==> config.mk <==
export PLATFORM = sky130hd
export DESIGN_NAME = damage_gate
export DESIGN_NICKNAME = d
export VERILOG_FILES = /design/src/rtl/damage_gate.sv
export SDC_FILE = /design/constraint.sdc
export NUM_CORES = 1
export LEC_CHECK = 0
export ABC_CLOCK_PERIOD_IN_PS = 6200
export BUFFER_PORTS_ARGS = -buffer_cell sky130_fd_sc_hd__buf_2
export CAP_MARGIN = 15
export CELL_PAD_IN_SITES_DETAIL_PLACEMENT = 2
export CELL_PAD_IN_SITES_GLOBAL_PLACEMENT = 2
export CORE_AREA = 2 2 98 100
export DETAILED_ROUTE_END_ITERATION = 7
export DIE_AREA = 0 0 100 102
export GPL_TIMING_DRIVEN = 0
export PLACE_DENSITY_LB_ADDON = 0.25
export SLEW_MARGIN = 20
export SYNTH_ARGS = -nofsm -noshare
export SYNTH_HDL_FRONTEND = slang
export SYNTH_SLANG_ARGS = --single-unit
==> constraint.sdc <==
create_clock -name clk -period 6.2 [get_ports clk]
set_input_delay 1.24 -clock clk [delete_from_list [all_inputs] [get_ports clk]]
set_output_delay 1.24 -clock clk [all_outputs]
set_load 0.005 [all_outputs]
==> src/rtl/damage_gate.sv <==
// Hit gate for the health counter: turns raw slime contact levels into one-cycle
// damage pulses and adds an invulnerability window, a sprite blink and a saturating hit tally.
module damage_gate #(
    parameter int unsigned INVULN_CYCLES = 300_000_000,
    parameter int unsigned BLINK_CYCLES  = 12_500_000,
    parameter int unsigned CNT_W         = 29
) (
    input  logic             clk,
    input  logic             reset,
    input  logic [1:0]       slime_hit,
    input  logic             game_active,
    output logic [1:0]       slim_damage,
    output logic             invuln,
    output logic             sprite_on,
    output logic [7:0]       hit_total
);

    localparam logic [CNT_W-1:0] INV_LOAD = CNT_W'(INVULN_CYCLES - 1);
    localparam logic [CNT_W-1:0] BLK_LOAD = CNT_W'(BLINK_CYCLES - 1);

    typedef enum logic {
        ARMED = 1'b0,
        GUARD = 1'b1
    } state_t;

    state_t           state, state_d;
    logic [CNT_W-1:0] inv_cnt, inv_cnt_d;
    logic [CNT_W-1:0] blk_cnt, blk_cnt_d;
    logic [1:0]       dmg_d;
    logic             invuln_d;
    logic             sprite_d;
    logic [7:0]       total_d;

    // State and registered outputs
    always_ff @(posedge clk) begin
        if (reset) begin
            state       <= ARMED;
            inv_cnt     <= '0;
            blk_cnt     <= '0;
            slim_damage <= 2'b00;
            invuln      <= 1'b0;
            sprite_on   <= 1'b1;
            hit_total   <= 8'd0;
        end else begin
            state       <= state_d;
            inv_cnt     <= inv_cnt_d;
            blk_cnt     <= blk_cnt_d;
            slim_damage <= dmg_d;
            invuln      <= invuln_d;
            sprite_on   <= sprite_d;
            hit_total   <= total_d;
        end
    end

    // Next-state and next-output logic
    always_comb begin
        state_d   = state;
        inv_cnt_d = inv_cnt;
        blk_cnt_d = blk_cnt;
        dmg_d     = 2'b00;
        invuln_d  = invuln;
        sprite_d  = sprite_on;
        total_d   = hit_total;

        if (!game_active) begin
            state_d   = ARMED;
            inv_cnt_d = '0;
            blk_cnt_d = '0;
            invuln_d  = 1'b0;
            sprite_d  = 1'b1;
        end else begin
            unique case (state)
                ARMED: begin
                    if (slime_hit != 2'b00) begin
                        state_d   = GUARD;
                        dmg_d     = slime_hit;
                        inv_cnt_d = INV_LOAD;
                        blk_cnt_d = BLK_LOAD;
                        invuln_d  = 1'b1;
                        sprite_d  = 1'b0;
                        if (hit_total != 8'hFF) begin
                            total_d = hit_total + 8'd1;
                        end
                    end else begin
                        invuln_d = 1'b0;
                        sprite_d = 1'b1;
                    end
                end
                GUARD: begin
                    if (blk_cnt == '0) begin
                        sprite_d  = ~sprite_on;
                        blk_cnt_d = BLK_LOAD;
                    end else begin
                        blk_cnt_d = blk_cnt - CNT_W'(1);
                    end
                    // Window end wins over a blink toggle on the same edge
                    if (inv_cnt == '0) begin
                        state_d  = ARMED;
                        invuln_d = 1'b0;
                        sprite_d = 1'b1;
                    end else begin
                        inv_cnt_d = inv_cnt - CNT_W'(1);
                    end
                end
                default: state_d = ARMED;
            endcase
        end
    end

endmodule

==> results_dict.tcl <==
set metrics [dict create \
    vias_per_cell 6.28 \
    cts.clk_slew.worst_paths_ns 0.07 \
    grtUsageMet2_pct 46.5 \
    place.gp.congestion 0.810 \
    drc 0 \
    syn_nets 444 \
    overflow 0 \
    synthFlopType "dfxtp_1" \
    tns_ns 0 \
    end_kind "register" \
    track_usage_pct 26.2 \
    initial_core_util_pct 40.4 \
    grt.busiest_layer "met2" \
    hold_viol_final 0 \
    crit_path_start "reset" \
    io_buffer_count 15 \
    cts_made_buffers 9 \
    drt-initial-drc-count 122 \
    use_met1_pct 33.6 \
    firstDrtPassIters 4 \
    num_io_pins 17 \
    multi_input_area_um2 2100 \
    reg2regPathDepth 8 \
    fin_crit_ns 2.92 \
    antenna_cells 0 \
    synth_top_area_share_pct 38.6 \
    ir_worst_vdd_mv 0.0988 \
    ctsRootBufferMaster "clkbuf_8" \
    cts-hold-fix-buffers 0 \
    clockBufferDepth 2 \
    cts_setup_buffers 0 \
    fin_skew_ns 0.00986 \
    finalCritPeriodShare_pct 47.1 \
    whs_path_depth 2 \
    reg2reg_from "blk_cnt[0]$_SDFFE_PP0P_" \
    ys_seq_area_share_pct 38.6 \
    area_growth_pct 10.1 \
    grt_start_max_net_pins 11 \
    numClockSinks 71 \
    place_ws_ns 2.91 \
    tightest_slew_ns 0.870 \
    crit_fanout 10 \
    fillers 1045 \
    cp.required_ns 6.41 \
    nets 470 \
    setup_viol 0 \
    die-height_um 102 \
    die_area_um2 10200 \
    final_cell_mix "dfxtp_1 (71), nor2_1 (33), a21oi_1 (29), nand2_1 (26), nor3_1 (25)" \
    r2r_end "blk_cnt[8]$_SDFFE_PP0P_" \
    worstSetupPathType "in2reg" \
    synthesis.area_um2 3680 \
    insertion_delay_ns 0.35 \
    drt-total-wl_mm 12.4 \
    max_slew_margin_pct 41.5 \
    via_count 3615 \
    routedWlPerCell_um 21.5 \
    core_um2 9110 \
    hp-start "blk_cnt[28]$_SDFFE_PP0P_" \
    synth_cell_types 64 \
    yosys_warnings 0 \
    hpwl_mm 8.96 \
    antenna_left 0 \
    synth-edff-count 0 \
    ys_ff_latch 71 \
    yosys-top-cells-area "dfxtp_1 (39%), a21oi_1 (3.9%), or3_1 (3.7%)" \
    power_density_nw_per_um2 262 \
    layout_commonest_cell "dfxtp_1" \
    die_w_um 100 \
    grt_antenna_before_repair 0 \
    max_freq_mhz 342 \
    final.setup.worst_slack_ns 3.28 \
    outcome "completed" \
    synthArstFlopShare_pct 0 \
    min_to "blk_cnt[28]$_SDFFE_PP0P_" \
    synth_top_area_cell "dfxtp_1" \
    h-tree-depth 3 \
    grt_pass1_vias 3924 \
    startpoint_type "input pin" \
    drive_gt1_share_pct 11.4 \
    p_leak_nw 1.46 \
    hp-class "reg2reg" \
    r2r_slack_ns 3.28 \
    grt_pass1_wl_mm 20.9 \
    cts_tree "built" \
    seqCellArea_um2 1420 \
    use_met3_pct 3.15 \
    synth_cells 435 \
    rsz0062_at_grt "no" \
    drv_cap 0 \
    cp.arrival_ns 3.13 \
    fin_hold_ws_ns 0.473 \
    syn_avg_cell_area_um2 8.47 \
    maxSlewViolCount 0 \
    rows 35 \
    cts_resized 0 \
]
layout make-up:
type	count	area share, %
Multi-Input combinational cell	329	51.8
Clock inverter	1	0.123
Sequential cell	71	35.1
Buffer	27	3.27
Tap cell	111	3.42
Inverter	8	0.741
Clock buffer	14	3.76
Timing Repair Buffer	15	1.85
worst max-delay path by stage:
stage / to / slack (ns) / cells past startpoint
6_report: blk_cnt[6]$_SDFFE_PP0P_ / 3.28 / 5
3_3_place_gp: inv_cnt[21]$_SDFFE_PP0P_ / 2.96 / 5
5_1_grt: blk_cnt[24]$_SDFFE_PP0P_ / 3.04 / 5
3_5_place_dp: inv_cnt[21]$_SDFFE_PP0P_ / 2.91 / 5
4_1_cts: blk_cnt[8]$_SDFFE_PP0P_ / 3.23 / 8
2_1_floorplan: blk_cnt[26]$_SDFFE_PP0P_ / 3.62 / 8
cell families after synthesis:
group,count (synthesis),synth area share (%)
AND/OR/NAND/NOR,187,28.2
AO/OA/AOI/OAI,114,21.4
adder cells (fa/ha/maj),4,1.36
multiplexers,7,1.97
XOR/XNOR,17,4.04
buffers and inverters,35,4.42
flip-flops,71,38.6
metal layers:
layer | up-vias | routed length (um)
met3 | 12 | 284
met2 | 47 | 6200
li1 | 1702 | -
met1 | 1854 | 5730
met4 | 0 | 171
met5 | - | 0
where the power goes:
part | switching [mW] | leakage, nW | internal [mW] | total [mW]
clock network | 0.176 | 0.0805 | 0.155 | 0.330
logic | 0.152 | 0.800 | 0.0769 | 0.229
registers | 0.0270 | 0.581 | 0.478 | 0.505
total | 0.354 | 1.46 | 0.710 | 1.06
flip-flops by register name, summed over array words and instances, names as in the netlist:
name / cells
sprite_on: 1
state: 1
blk_cnt: 29
invuln: 1
inv_cnt: 29
slim_damage: 2
hit_total: 8
synthesized netlist by cell type (all sizes together) (2+ instances only):
master and n:
a211oi 4, a21o 2, a21oi 29, a221oi 2, a22o 2, a22oi 2, a311oi 3, a31oi 14
a41oi 2, and2 2, and3 7, and4 2, buf 8, clkbuf 19, dfxtp 71, ha 4
inv 8, mux2 2, mux2i 5, nand2 26, nand2b 3, nand3 7, nand3b 2, nand4 6
nand4b 3, nor2 33, nor3 26, nor4 17, o2111ai 2, o21a 7, o21ai 24, o311ai 3
o31ai 9, o41ai 4, or2 7, or3 23, or4 18, xnor2 9, xor2 8
per-stage QoR:
step / util (%) / cells / area [um^2] / total power, mW
floorplan: - / 435 / 3680 / 0.666
global placement: 42.8 / 561 / 3900 / 0.724
detailed placement: 42.8 / 561 / 3900 / 0.739
CTS: 44.5 / 576 / 4060 / 1.07
global route: 44.5 / 576 / 4060 / 1.12
finish: 44.5 / 576 / 4060 / 1.06
worst max-delay path: stages:
cell	delay, ns
clkbuf_1	0.33
nand2b_1	0.39
clkbuf_1	0.43
clkbuf_1	0.62
nor2_1	0.11
Note: power is estimated with default switching activity, not from simulation.
